[src/rtl/c3aibadapt_avmm_pkg.sv]
// Shared types and helpers for the user-side AVMM width-expansion adapter.
// Latency: n/a (types and a pure function only).
// Backpressure: n/a.
package c3aibadapt_avmm_pkg;

  // Command-path state: IDLE has nothing presented to the fabric, BUSY has a command presented.
  typedef enum logic {
    ST_IDLE = 1'b0,
    ST_BUSY = 1'b1
  } avmm_state_e;

  // Returns 1 when fabric byte byte_idx belongs to narrow lane `lane` (nbytes bytes per lane).
  function automatic logic lane_byte_sel(input int lane, input int nbytes, input int byte_idx);
    return (byte_idx >= lane * nbytes) && (byte_idx < (lane + 1) * nbytes);
  endfunction

endpackage

[src/rtl/c3aibadapt_avmm_lane_fifo.sv]
// Lane-index FIFO tracking outstanding reads so returning wide data can be narrowed.
// Latency: head visible the cycle after push; pop is same-cycle on the head entry.
// Backpressure: pushes while full and pops while empty are ignored; the owner must gate them.
module c3aibadapt_avmm_lane_fifo #(
  parameter int DEPTH = 4,
  parameter int WIDTH = 2
) (
  input  logic                       i_usr_avmm_clk,
  input  logic                       i_usr_avmm_rst,
  input  logic                       push,
  input  logic [WIDTH-1:0]           push_dat,
  input  logic                       pop,
  output logic [WIDTH-1:0]           head_dat,
  output logic [$clog2(DEPTH+1)-1:0] count,
  output logic                       empty,
  output logic                       full
);

  localparam int PTR_W = $clog2(DEPTH);
  localparam int CNT_W = $clog2(DEPTH + 1);

  logic [WIDTH-1:0] mem [DEPTH];
  logic [PTR_W-1:0] wr_ptr;
  logic [PTR_W-1:0] rd_ptr;
  logic             push_ok;
  logic             pop_ok;

  assign empty    = (count == '0);
  assign full     = (count == CNT_W'(DEPTH));
  assign push_ok  = push & ~full;
  assign pop_ok   = pop & ~empty;
  assign head_dat = mem[rd_ptr];

  // Storage write; contents need no reset because count gates visibility.
  always_ff @(posedge i_usr_avmm_clk) begin
    if (push_ok) begin
      mem[wr_ptr] <= push_dat;
    end
  end

  // Pointers wrap modulo DEPTH (DEPTH need not be a power of two); count tracks occupancy.
  always_ff @(posedge i_usr_avmm_clk) begin
    if (i_usr_avmm_rst) begin
      wr_ptr <= '0;
      rd_ptr <= '0;
      count  <= '0;
    end else begin
      if (push_ok) begin
        wr_ptr <= (wr_ptr == PTR_W'(DEPTH - 1)) ? '0 : wr_ptr + 1'b1;
      end
      if (pop_ok) begin
        rd_ptr <= (rd_ptr == PTR_W'(DEPTH - 1)) ? '0 : rd_ptr + 1'b1;
      end
      case ({push_ok, pop_ok})
        2'b10:   count <= count + 1'b1;
        2'b01:   count <= count - 1'b1;
        default: count <= count;
      endcase
    end
  end

endmodule

[src/rtl/c3aibadapt_avmm_usr_wexp.sv]
// Narrow user AVMM to wide fabric AVMM adapter: lane-steered writes, lane-extracted read returns.
// Latency: fabric command registered 1 cycle after accept; read data returned with zero latency.
// Backpressure: fabric waitrequest passes through while busy; reads also stall when RD_DEPTH reads are outstanding.
module c3aibadapt_avmm_usr_wexp
  import c3aibadapt_avmm_pkg::*;
#(
  parameter int NARROW_W = 8,
  parameter int WIDE_W   = 32,
  parameter int ADDR_W   = 19,
  parameter int RD_DEPTH = 4
) (
  input  logic                                      i_usr_avmm_clk,
  input  logic                                      i_usr_avmm_rst,
  input  logic                                      i_usr_avmm_read,
  input  logic                                      i_usr_avmm_write,
  input  logic [NARROW_W-1:0]                       i_usr_avmm_wdata,
  input  logic [ADDR_W-1:0]                         i_usr_avmm_addr,
  output logic [NARROW_W-1:0]                       o_usr_avmm_rdata,
  output logic                                      o_usr_avmm_readdatavalid,
  output logic                                      o_usr_avmm_writedone,
  output logic                                      o_usr_avmm_waitrequest,
  output logic [$clog2(RD_DEPTH+1)-1:0]             o_usr_avmm_rd_pending,
  output logic                                      o_usr_avmm_rd_err,
  output logic                                      o_usr_avmmw_read,
  output logic                                      o_usr_avmmw_write,
  output logic [ADDR_W-$clog2(WIDE_W/NARROW_W)-1:0] o_usr_avmmw_addr,
  output logic [WIDE_W-1:0]                         o_usr_avmmw_wdata,
  output logic [WIDE_W/8-1:0]                       o_usr_avmmw_byte_en,
  input  logic [WIDE_W-1:0]                         i_usr_avmmw_rdata,
  input  logic                                      i_usr_avmmw_rdatavalid,
  input  logic                                      i_usr_avmmw_waitrequest
);

  localparam int RATIO = WIDE_W / NARROW_W;
  localparam int LR    = $clog2(RATIO);
  localparam int LW    = (LR > 0) ? LR : 1;
  localparam int BW    = WIDE_W / 8;
  localparam int NB    = NARROW_W / 8;

  avmm_state_e   state_q;
  logic          accept;
  logic          acc_rd;
  logic          acc_wr;
  logic          fab_accept;
  logic          rd_full;
  logic          rd_empty;
  logic          rd_pop;
  logic [LW-1:0] lane_in;
  logic [LW-1:0] head_lane;
  logic [BW-1:0] be_nxt;
  logic [NARROW_W-1:0] rd_sel;

  // Reads stall when the tracking FIFO is full; a same-cycle return does not free the slot early.
  assign o_usr_avmm_waitrequest = ((state_q == ST_BUSY) & i_usr_avmmw_waitrequest)
                                | (i_usr_avmm_read & rd_full);
  assign accept     = (i_usr_avmm_read | i_usr_avmm_write) & ~o_usr_avmm_waitrequest;
  assign acc_rd     = accept & i_usr_avmm_read;
  assign acc_wr     = accept & i_usr_avmm_write & ~i_usr_avmm_read;
  assign fab_accept = (state_q == ST_BUSY) & ~i_usr_avmmw_waitrequest;
  assign lane_in    = i_usr_avmm_addr[LR-1:0];

  // Byte enables cover only the bytes of the addressed narrow lane.
  always_comb begin
    be_nxt = '0;
    for (int b = 0; b < BW; b++) begin
      be_nxt[b] = lane_byte_sel(int'(lane_in), NB, b);
    end
  end

  // Command FSM with the fabric command registers; held stable while the fabric stalls.
  always_ff @(posedge i_usr_avmm_clk) begin
    if (i_usr_avmm_rst) begin
      state_q             <= ST_IDLE;
      o_usr_avmmw_read    <= 1'b0;
      o_usr_avmmw_write   <= 1'b0;
      o_usr_avmmw_addr    <= '0;
      o_usr_avmmw_wdata   <= '0;
      o_usr_avmmw_byte_en <= '0;
    end else begin
      case (state_q)
        ST_IDLE: if (accept) state_q <= ST_BUSY;
        ST_BUSY: if (!i_usr_avmmw_waitrequest) state_q <= accept ? ST_BUSY : ST_IDLE;
      endcase
      if (accept) begin
        o_usr_avmmw_read    <= acc_rd;
        o_usr_avmmw_write   <= acc_wr;
        o_usr_avmmw_addr    <= i_usr_avmm_addr[ADDR_W-1:LR];
        o_usr_avmmw_wdata   <= {RATIO{i_usr_avmm_wdata}};
        o_usr_avmmw_byte_en <= be_nxt;
      end else if (fab_accept) begin
        o_usr_avmmw_read  <= 1'b0;
        o_usr_avmmw_write <= 1'b0;
      end
    end
  end

  // One-cycle status pulses: write completion and stray read returns.
  always_ff @(posedge i_usr_avmm_clk) begin
    if (i_usr_avmm_rst) begin
      o_usr_avmm_writedone <= 1'b0;
      o_usr_avmm_rd_err    <= 1'b0;
    end else begin
      o_usr_avmm_writedone <= fab_accept & o_usr_avmmw_write;
      o_usr_avmm_rd_err    <= i_usr_avmmw_rdatavalid & rd_empty;
    end
  end

  // A return arriving during reset is discarded along with the pending reads.
  assign rd_pop = i_usr_avmmw_rdatavalid & ~rd_empty & ~i_usr_avmm_rst;

  c3aibadapt_avmm_lane_fifo #(
    .DEPTH (RD_DEPTH),
    .WIDTH (LW)
  ) u_lane_fifo (
    .i_usr_avmm_clk (i_usr_avmm_clk),
    .i_usr_avmm_rst (i_usr_avmm_rst),
    .push           (acc_rd),
    .push_dat       (lane_in),
    .pop            (rd_pop),
    .head_dat       (head_lane),
    .count          (o_usr_avmm_rd_pending),
    .empty          (rd_empty),
    .full           (rd_full)
  );

  // Select the narrow lane recorded for the oldest outstanding read.
  always_comb begin
    rd_sel = '0;
    for (int i = 0; i < RATIO; i++) begin
      if (head_lane == LW'(i)) rd_sel = i_usr_avmmw_rdata[i*NARROW_W +: NARROW_W];
    end
  end

  assign o_usr_avmm_readdatavalid = rd_pop;
  assign o_usr_avmm_rdata         = rd_pop ? rd_sel : '0;

endmodule
[config.mk]
export PLATFORM = sky130hd
export DESIGN_NAME = c3aibadapt_avmm_usr_wexp
export DESIGN_NICKNAME = d
export VERILOG_FILES = /design/src/rtl/c3aibadapt_avmm_pkg.sv /design/src/rtl/c3aibadapt_avmm_lane_fifo.sv /design/src/rtl/c3aibadapt_avmm_usr_wexp.sv
export SDC_FILE = /design/constraint.sdc
export NUM_CORES = 1
export LEC_CHECK = 0
export CAP_MARGIN = 20
export CORE_ASPECT_RATIO = 1.75
export CORE_MARGIN = 2
export CORE_UTILIZATION = 40
export CTS_CLUSTER_SIZE = 28
export DETAILED_ROUTE_END_ITERATION = 6
export PLACE_DENSITY = 0.8
export SLEW_MARGIN = 30
export SYNTH_ARGS = -nofsm -noshare
export SYNTH_HDL_FRONTEND = slang
export SYNTH_HIERARCHICAL = 1
export SYNTH_SLANG_ARGS = --single-unit
[constraint.sdc]
create_clock -name i_usr_avmm_clk -period 4.9 [get_ports i_usr_avmm_clk]
set_input_delay 1.225 -clock i_usr_avmm_clk [delete_from_list [all_inputs] [get_ports i_usr_avmm_clk]]
set_output_delay 1.225 -clock i_usr_avmm_clk [all_outputs]
set_load 0.05 [all_outputs]
==> flow_metrics.env <==
export IMPL_synth_distinct_cells=40
export IMPL_die_area_sq_um=7430
export IMPL_first_pass_iters=4
export IMPL_drtIter0Drc=77
export IMPL_worstPathMaxFanout=6
export IMPL_cts_path_max_buffers=2
export IMPL_post_cts_setup_buffer_count=0
export IMPL_critPathSlowestCell="clkdlybuf4s50_1"
export IMPL_clk_pin_slew_ns=0.07
export IMPL_fin_area_sq_um=4160
export IMPL_layout_cells_non_filler=448
export IMPL_antenna_found_initial=0
export IMPL_run_status="finished, final reports clean"
export IMPL_syn_area_per_cell_sq_um=10.5
export IMPL_wl_um=6380
export IMPL_crit_path_start_kind="primary input"
export IMPL_die_height_um=113
export IMPL_layout_drive_gt1_share=0.112
export IMPL_synth_warning_count=6
export IMPL_synth_edf_count=8
export IMPL_hold_buffers=0
export IMPL_leakage_nw=1.63
export IMPL_hpwl_um=4960
export IMPL_routabilityCongestion=0.784
export IMPL_syn_cell_area_sq_um=2690
export IMPL_vdd_drop_max_mv=0.244
export IMPL_ys_flop_type="dfxtp_1"
export IMPL_die_x_um=66.0
export IMPL_cts_sinks=51
export IMPL_cap_violations=0
export IMPL_via_per_inst=4.86
export IMPL_grt_max_degree=43
export IMPL_grt_pass1_wl_um=9850
export IMPL_maxSlewHeadroom=0.419
export IMPL_synth_seq_cells=51
export IMPL_port_buffers=134
export IMPL_worstSetupPathType="primary input to output pin"
export IMPL_placed_area_sq_um=4000
export IMPL_endpoint_kind="output pin"
export IMPL_htreeDepth=2
export IMPL_clk_latency_ns=0.28
export IMPL_syn_inst=257
export IMPL_finalCriticalPeriod_ns=3.98
export IMPL_start_util=0.412
export IMPL_critPathRequiredTime_ns=3.67
export IMPL_power_density_nw_per_um2=305
export IMPL_diodes=0
export IMPL_wl_per_cell_um=14.2
export IMPL_rsz0062_at_grt="false"
export IMPL_cts_buffers_inserted=5
export IMPL_crit_chain="clkdlybuf4s50_1 > nand2_1 > nand2_1 > clkdlybuf4s50_1"
export IMPL_fp_coreArea_sq_um=6540
export IMPL_placed_cells=440
export IMPL_areaGrowthSynthToFinish_pct=54.3
export IMPL_async_flop_share=0
export IMPL_slowest_delay_ns=0.79
export IMPL_tightest_slew_ns=0.869
export IMPL_ant_nets=0
export IMPL_cts_resized=0
export IMPL_io_pins=135
export IMPL_num_vias=2176
export IMPL_ctsRootBufferMaster="clkbuf_16"
export IMPL_fmax_mhz=251
export IMPL_fin_crit_sh=0.812
export IMPL_hp_class="register to register"
export IMPL_hold_violations=0
export IMPL_drcViolationCount=0
export IMPL_fp_row_count=39
export IMPL_synth_net_count=329
export IMPL_nNetsFinal=437
export IMPL_grt_pass1_vias=2126
export IMPL_slew_viol_final=0
export IMPL_grt_use_total=0.171
export IMPL_path_delay_family="buffers and inverters"
export IMPL_cts_tree="done"
export IMPL_crit_buf_inv=2
export IMPL_setup_violations=0
export IMPL_worst_ep_arrival_time_ns=2.75
export IMPL_ys_seq_area_frac=0.409
export IMPL_tns_ns=0
export IMPL_grt_overflow_total=0
export IMPL_skew_ns=0.00639
-- per-layer routing --
layer	vias up	wire [um]	GRT usage
met5	-	0	0
met4	0	143	0.0639
met3	10	335	0.0261
met2	84	3590	0.327
met1	1025	2310	0.180
li1	1057	-	-
-- logic make-up (layout without fill, tap and decap cells) --
kind of cell / count (synthesis) / after routing / share of synthesized area
multiplexers: 42 / 42 / 0.205
adder cells (fa/ha/maj): 7 / 7 / 0.0353
flip-flops: 51 / 51 / 0.409
buffers and inverters: 46 / 155 / 0.106
AND/OR/NAND/NOR: 95 / 95 / 0.197
AO/OA/AOI/OAI: 14 / 14 / 0.0404
XOR/XNOR: 2 / 2 / 0.00651
-- tightest hold or removal path, stage by stage (launching register included) --
cell and delay (ns):
dfxtp_1 0.31, nand2_1 0.05, mux2i_1 0.05
-- flip-flops by register name (all words and copies together), names as in the netlist, 2 cells and up, named ones only --
signal and flops:
o_usr_avmmw_addr 17, o_usr_avmmw_wdata 8, u_lane_fifo/mem 8, o_usr_avmmw_byte_en 4, u_lane_fifo/count 3, u_lane_fifo/rd_ptr 2
u_lane_fifo/wr_ptr 2
-- cell type report --
class / instances / area, sq um
clock buffer: 6 / 139
clock inverter: 2 / 16.3
fill: 562 / 2380
inverter: 10 / 37.5
multi-input combinational: 160 / 1310
sequential: 51 / 1100
tap: 82 / 103
timing repair buffer: 137 / 1450
-- power by group --
part	total, mW	switching, mW	internal, mW	leakage [nW]
registers	0.480	0.0247	0.455	0.427
logic	0.436	0.247	0.190	1.13
clock network	0.351	0.147	0.204	0.0731
-- final timing paths --
check | startpoint | to | slack (ns) | cells after the start
setup / recovery | i_usr_avmm_read | o_usr_avmm_waitrequest | 0.92 | 4
setup reg to reg | u_lane_fifo/count[0] | u_lane_fifo/count[2] | 2.15 | 11
hold reg to reg | o_usr_avmmw_addr[10] | o_usr_avmmw_addr[10] | 0.46 | 2
hold / removal | o_usr_avmmw_addr[10] | o_usr_avmmw_addr[10] | 0.46 | 2
-- cell usage in the layout (no fill, tap or decap), types with 6 or more instances in the layout --
master,n
buf_12,9
clkdlybuf4s50_1,125
dfxtp_1,43
edfxtp_1,8
ha_1,6
inv_1,9
mux2i_1,30
mux4_2,10
nand2_1,34
nand2b_1,26
nor2b_1,11
-- metrics by stage --
step	setup WS, ns	utilization	hold WS (ns)	power (mW)
after floorplan	1.43	-	0.468	0.781
after global placement	0.934	0.612	0.441	0.921
after detailed placement	0.924	0.612	0.450	0.928
after CTS	0.917	0.635	0.460	1.28
after global routing	0.854	0.635	0.479	1.32
final	0.921	0.635	0.457	1.27
-- Yosys cell counts (2+ instances only) --
cell type  number  area share
xor2_1          2      0.0065
nor2b_1        11       0.026
mux4_2         10       0.084
nand3b_1        2      0.0056
buf_4          25       0.070
a21oi_1         3      0.0056
or3_1           2      0.0046
nand2b_1       26       0.060
inv_1           9       0.013
or3b_2          2      0.0065
mux2i_1        30        0.11
nand2_1        34       0.047
ha_1            6       0.028
nor2_1          5      0.0070
edfxtp_1        8       0.089
and2_1          4      0.0093
clkbuf_1        8       0.011
nor3_1          4      0.0074
dfxtp_1        43        0.32
o21ai_0         3      0.0056
No activity file was read; power rests on OpenSTA's default activity.
